File: config.mk
export PLATFORM = sky130hd
export DESIGN_NAME = stage4_inst_queue
export DESIGN_NICKNAME = d
export VERILOG_FILES = /design/src/rtl/stage4_inst_queue.sv
export SDC_FILE = /design/constraint.sdc
export NUM_CORES = 1
export LEC_CHECK = 0
export ABC_AREA = 0
export BUFFER_PORTS_ARGS = -buffer_cell sky130_fd_sc_hd__buf_2
export CAP_MARGIN = 15
export CORE_UTILIZATION = 40
export CTS_CLUSTER_DIAMETER = 200
export DETAILED_ROUTE_END_ITERATION = 8
export GPL_TIMING_DRIVEN = 0
export PLACE_DENSITY = 0.57
export SLEW_MARGIN = 25
export SYNTH_ARGS = -nofsm -noshare
export SYNTH_HDL_FRONTEND = slang
export SYNTH_SLANG_ARGS = --single-unit
File: constraint.sdc
create_clock -name CLK -period 4.15 [get_ports CLK]
set_input_delay 0.2075 -clock CLK [delete_from_list [all_inputs] [get_ports CLK]]
set_output_delay 0.2075 -clock CLK [all_outputs]
set_load 0.03 [all_outputs]
File: src/rtl/stage4_inst_queue.sv
// rtl/stage4_inst_queue.sv - decode-to-execute instruction queue
// Circular FWFT buffer of decoded packets with their PCs; hazard unit may stall pops or flush.
module stage4_inst_queue #(
  parameter int DEPTH = 4,
  parameter int WIDTH = 64
) (
  input  logic                     CLK,
  input  logic                     RST,
  input  logic                     queue_wen,
  input  logic [WIDTH-1:0]         wdata,
  input  logic [31:0]              pc_in,
  input  logic                     ren,
  input  logic                     stall_queue,
  input  logic                     flush_queue,
  output logic [WIDTH-1:0]         rdata,
  output logic [31:0]              pc_out,
  output logic                     valid_out,
  output logic                     is_queue_full,
  output logic [$clog2(DEPTH):0]   count,
  output logic                     push_drop
);

  localparam int AW = $clog2(DEPTH);
  localparam int CW = AW + 1;
  localparam logic [CW-1:0] FULL_COUNT = CW'(DEPTH);

  logic [WIDTH-1:0] data_mem [DEPTH];
  logic [31:0]      pc_mem   [DEPTH];
  logic [AW-1:0]    head;
  logic [AW-1:0]    tail;
  logic [CW-1:0]    count_q;
  logic             push_ok;
  logic             pop_ok;

  // Status flags come only from registered occupancy, never from this cycle's requests.
  assign valid_out     = (count_q != '0);
  assign is_queue_full = (count_q == FULL_COUNT);
  assign count         = count_q;

  assign rdata  = data_mem[head];
  assign pc_out = pc_mem[head];

  // Fullness is judged before any same-cycle pop, so a full queue never accepts a push.
  assign push_ok   = queue_wen && !is_queue_full && !flush_queue;
  assign pop_ok    = ren && valid_out && !stall_queue && !flush_queue;
  assign push_drop = queue_wen && is_queue_full && !flush_queue && !RST;

  always_ff @(posedge CLK) begin
    if (RST) begin
      head    <= '0;
      tail    <= '0;
      count_q <= '0;
      for (int i = 0; i < DEPTH; i++) begin
        data_mem[i] <= '0;
        pc_mem[i]   <= '0;
      end
    end else if (flush_queue) begin
      head    <= '0;
      tail    <= '0;
      count_q <= '0;
    end else begin
      if (push_ok) begin
        data_mem[tail] <= wdata;
        pc_mem[tail]   <= pc_in;
        tail           <= tail + 1'b1;
      end
      if (pop_ok) begin
        head <= head + 1'b1;
      end
      count_q <= count_q + CW'(push_ok) - CW'(pop_ok);
    end
  end

endmodule

=== Yosys cells after proc, flatten, opt, wreduce, memory -nomap -nowiden ===
Memories as Yosys holds them, arrays and structs flattened. A register that Yosys moved wholly into a read port is not among the register bits.
Index checks and enable logic that the tools add are counted.

* Add/subtract/negate cells: 4
* Eq/ne operators: 1
* Mux-type cells: 16
* Reductions and logical operators: 16

{| class="wikitable"
|+ Operators by type and width
! cell !! number
|-
| 2-to-1 mux 64 bit || 1
|-
| OR reduction 64 bit || 1
|-
| 2-to-1 mux 32 bit || 1
|-
| OR reduction 32 bit || 1
|-
| 2-to-1 mux 2 bit || 6
|-
| logical AND 1 bit || 8
|-
| 2-to-1 mux 1 bit || 8
|-
| adder 2 x 1 -> 2 bit (second input constant) || 2
|-
| zero test 1 bit || 4
|-
| adder 3 x 1 -> 3 bit || 1
|-
| equality test 3 bit (second input constant) || 1
|-
| nonzero test 3 bit || 1
|-
| subtractor 3 x 1 -> 3 bit || 1
|-
| OR reduction 2 bit || 1
|}

* Register bits after elaboration: 7
* Memory bits (writable): 384
* Input bits: 102
* Memories: 2

{| class="wikitable"
|+ Memories
! name !! words !! bits a word !! read ports !! clocked after memory_dff !! wr ports !! line !! source
|-
| data_mem || 4 || 64 || 1 || 1 || 4 || 27 || <nowiki>logic [WIDTH-1:0] data_mem [DEPTH];</nowiki>
|-
| pc_mem || 4 || 32 || 1 || 1 || 4 || 28 || <nowiki>logic [31:0] pc_mem [DEPTH];</nowiki>
|}

=== Depth between registers and ports, before layout ===
* Depth after elaboration: 10
* Depth in mapped cells: 11
* Depth with buffers taken out: 11

=== Worst setup path after synthesis ===
OpenSTA, ideal clock, no wires.

* Path type: reg2reg
* Start point: reg count_q[1], in the netlist count[1]
* End point: mem data_mem[1][0] (enable)
* Library setup time: 0.454 ns
* Arrival: 3.175 ns
* Data required time: 3.696 ns
* Slack: 0.521 ns
* Cell stages (with the launch flop): 4
* Path buffers: 0
* Period minus slack after synthesis: 3.629 ns
* Cells stage by stage: dfxtp_1 nor3b_4 nor3_1 a21o_1

{| class="wikitable"
|+ RTL lines
! element !! line !! source
|-
| from (decl) || 31 || <nowiki>logic [CW-1:0] count_q;</nowiki>
|-
| from (signal assigned) || 70 || <nowiki>count_q <= count_q + CW'(push_ok) - CW'(pop_ok);</nowiki>
|-
| to (decl) || 27 ||
|}

==> impl_metrics.json <==
{
  "rsz0062_at_grt": "no",
  "yosysTopAreaCell": "edfxtp_1",
  "hold_viol_final": 0,
  "ant_nets": 0,
  "viasPerCell": 4.90,
  "slowest_delay_ns": 0.63,
  "period_share": 0.750,
  "syn-cell-area_um2": 17000,
  "setup_viol": 0,
  "io_pins": 204,
  "synth_area_leaders": "edfxtp_1 68%, and2_1 14%, mux4_2 13%",
  "wl_um": 39500,
  "first_global_vias": 10000,
  "dr.pass1.iters": 5,
  "synth.top_cell.area_share": 0.678,
  "outcome": "completed",
  "area_delta_synth_final_pct": 24.8,
  "die_y_um": 208,
  "syn_nets": 1086,
  "antenna_found_initial": 2,
  "crit_required_ns": 3.94,
  "start_util": 0.405,
  "cts_setup_buffers": 0,
  "fmax_mhz": 321,
  "dpl.hpwl_um": 24600,
  "hp-class": "input pin to flip-flop",
  "drv_slew": 0,
  "cts_tree": "done",
  "synth-edff-count": 384,
  "htreeDepth": 2,
  "clock_path_buffers": 3,
  "critical_path.slowest_cell": "clkbuf_1",
  "cts_sinks": 393,
  "yosysSeqAreaShare": 0.689,
  "drc_errors": 0,
  "avgSynthCellArea_um2": 17.3,
  "place_ws_ns": 0.990,
  "gr-usage-all-layers": 0.187,
  "fin_nets": 1440,
  "max_cap_violations": 0,
  "worst_slack_ns": 1.04,
  "fin_cells": 1909,
  "core_area_um2": 41900,
  "min_period_ns": 3.11,
  "first_iter_violations": 401,
  "dieArea_um2": 43300,
  "grt_pass1_wl_um": 60100,
  "dp.cells": 1730,
  "routedWlPerCell_um": 20.7,
  "relSlewSlack": 0.375,
  "peakVddDrop_mv": 0.237,
  "async_flop_share": 0,
  "die_w_um": 208,
  "path_clk_slew_ns": 0.06,
  "worstMarginPinSlew_ns": 0.930,
  "synth_cell_types": 32,
  "skew_ns": 0.0161,
  "synth_cells": 981,
  "ys.flop_type": "edfxtp_1",
  "critPathKind": "flip-flop to output pin",
  "timing.setup.tns_ns": 0,
  "rows": 75,
  "cts_made_buffers": 43,
  "power_density_nw_per_um2": 416,
  "drive_above_1_share": 0.294,
  "path_cells": "buf_2 -> clkbuf_1 -> clkbuf_1 -> mux4_2 -> buf_2",
  "ys_ff_latch": 393,
  "clockRootBuffer": "clkbuf_16",
  "grt_overflow_total": 0,
  "grt_max_degree": 39,
  "end_kind": "output pin",
  "total_power_mw": 8.82,
  "cp.arrival_ns": 2.90,
  "clk_latency_ns": 0.56,
  "crit_buf_inv": 4,
  "p_leak_nw": 8.11,
  "portBuffers": 202,
  "start_kind": "flip-flop",
  "route.vias.total": 9353,
  "globalplace.congestion": 0.740,
  "yosysWarnings": 0,
  "cp_top_family": "buffers and inverters",
  "cp_max_fo": 10
}
registers in the layout (all words and copies together), names as in the netlist, named ones only:
name / cells
data_mem: 256
pc_mem: 128
count: 3
head: 2
tail: 2
cell usage after synthesis, drive strengths merged, types with 2 or more instances:
| cell | count |
|---|---|
| nor4 | 3 |
| buf | 26 |
| nand2 | 3 |
| and2 | 386 |
| nor2 | 4 |
| nor3 | 2 |
| edfxtp | 384 |
| ha | 2 |
| nor3b | 2 |
| a21o | 2 |
| mux2i | 3 |
| mux4 | 96 |
| inv | 5 |
| xnor2 | 2 |
| clkbuf | 38 |
| dfxtp | 9 |
| or3 | 4 |
cells by family after synthesis:
| kind of cell | Yosys count | synth area share |
|---|---|---|
| AO/OA/AOI/OAI | 6 | 0.00258 |
| XOR/XNOR | 2 | 0.00103 |
| adder cells (fa/ha/maj) | 3 | 0.00265 |
| buffers and inverters | 69 | 0.0225 |
| flip-flops | 393 | 0.689 |
| multiplexers | 99 | 0.129 |
| AND/OR/NAND/NOR | 409 | 0.154 |
final timing paths:
kind / slack (ns) / to / startpoint / cells after the start
setup / recovery: 1.04 / rdata[58] / flip-flop / 5
hold / removal: 0.03 / head[1] / stall_queue / 4
setup reg to reg: 1.18 / count[1] / count[1] / 10
hold reg to reg: 0.49 / head[1] / head[1] / 2
stage by stage:
stage | util | instance area, µm² | hold slack (ns)
after detailed placement | 0.451 | 18900 | 0.439
after CTS | 0.506 | 21200 | 0.00237
after floorplan | - | 17000 | 0.285
after global placement | 0.446 | 18700 | 0.419
final | 0.506 | 21200 | 0.0258
after global routing | 0.506 | 21200 | 0.0490
cell type report:
type                    instances  area [µm²]
repair buffers                309        2200
plain buffers                  64         364
clock buffers                  62        1220
clock inverters                17         100
multi-input cells             519        4930
well taps                     539         674
fillers                      3550       20700
inverters                       5        18.8
flip-flops and latches        393       11700
diodes                          1        2.50
layout by cell type (no fill, tap or decap), drive strengths merged, types with 2 or more instances in the layout:
cell,count
a21o,2
xnor2,2
nor2,4
buf,236
mux4,96
and2,386
or3,4
clkinv,16
nor3b,2
dfxtp,9
nand2,3
nor3,2
nor4,3
inv,5
edfxtp,384
ha,2
mux2i,3
dlygate4sd3,99
clkbuf,100
worst min-delay path, delay by kind of cell:
family / cells / cell delay (ns)
simple gates: 2 / 0.15
buf+inv: 1 / 0.08
mux: 1 / 0.09
timing repair:
action                    CTS  global route
hold endpoints to repair  388             0
hold buffers               99             0
gates resized for setup     0             0
power breakdown:
part | switching (mW) | internal, mW | total, mW
Clock | 1.51 | 2.10 | 3.61
Combinational | 0.385 | 0.264 | 0.649
Sequential | 0.0393 | 4.52 | 4.56
Total | 1.93 | 6.89 | 8.82
layer usage:
layer  vias up  track usage  share of wire
li1       4349            -              -
met1      4759        0.244           0.44
met2       191        0.319           0.50
met3        52       0.0340          0.043
met4         2       0.0544          0.019
met5         -            0        0.00033
Power figures use the tool's default switching activity.
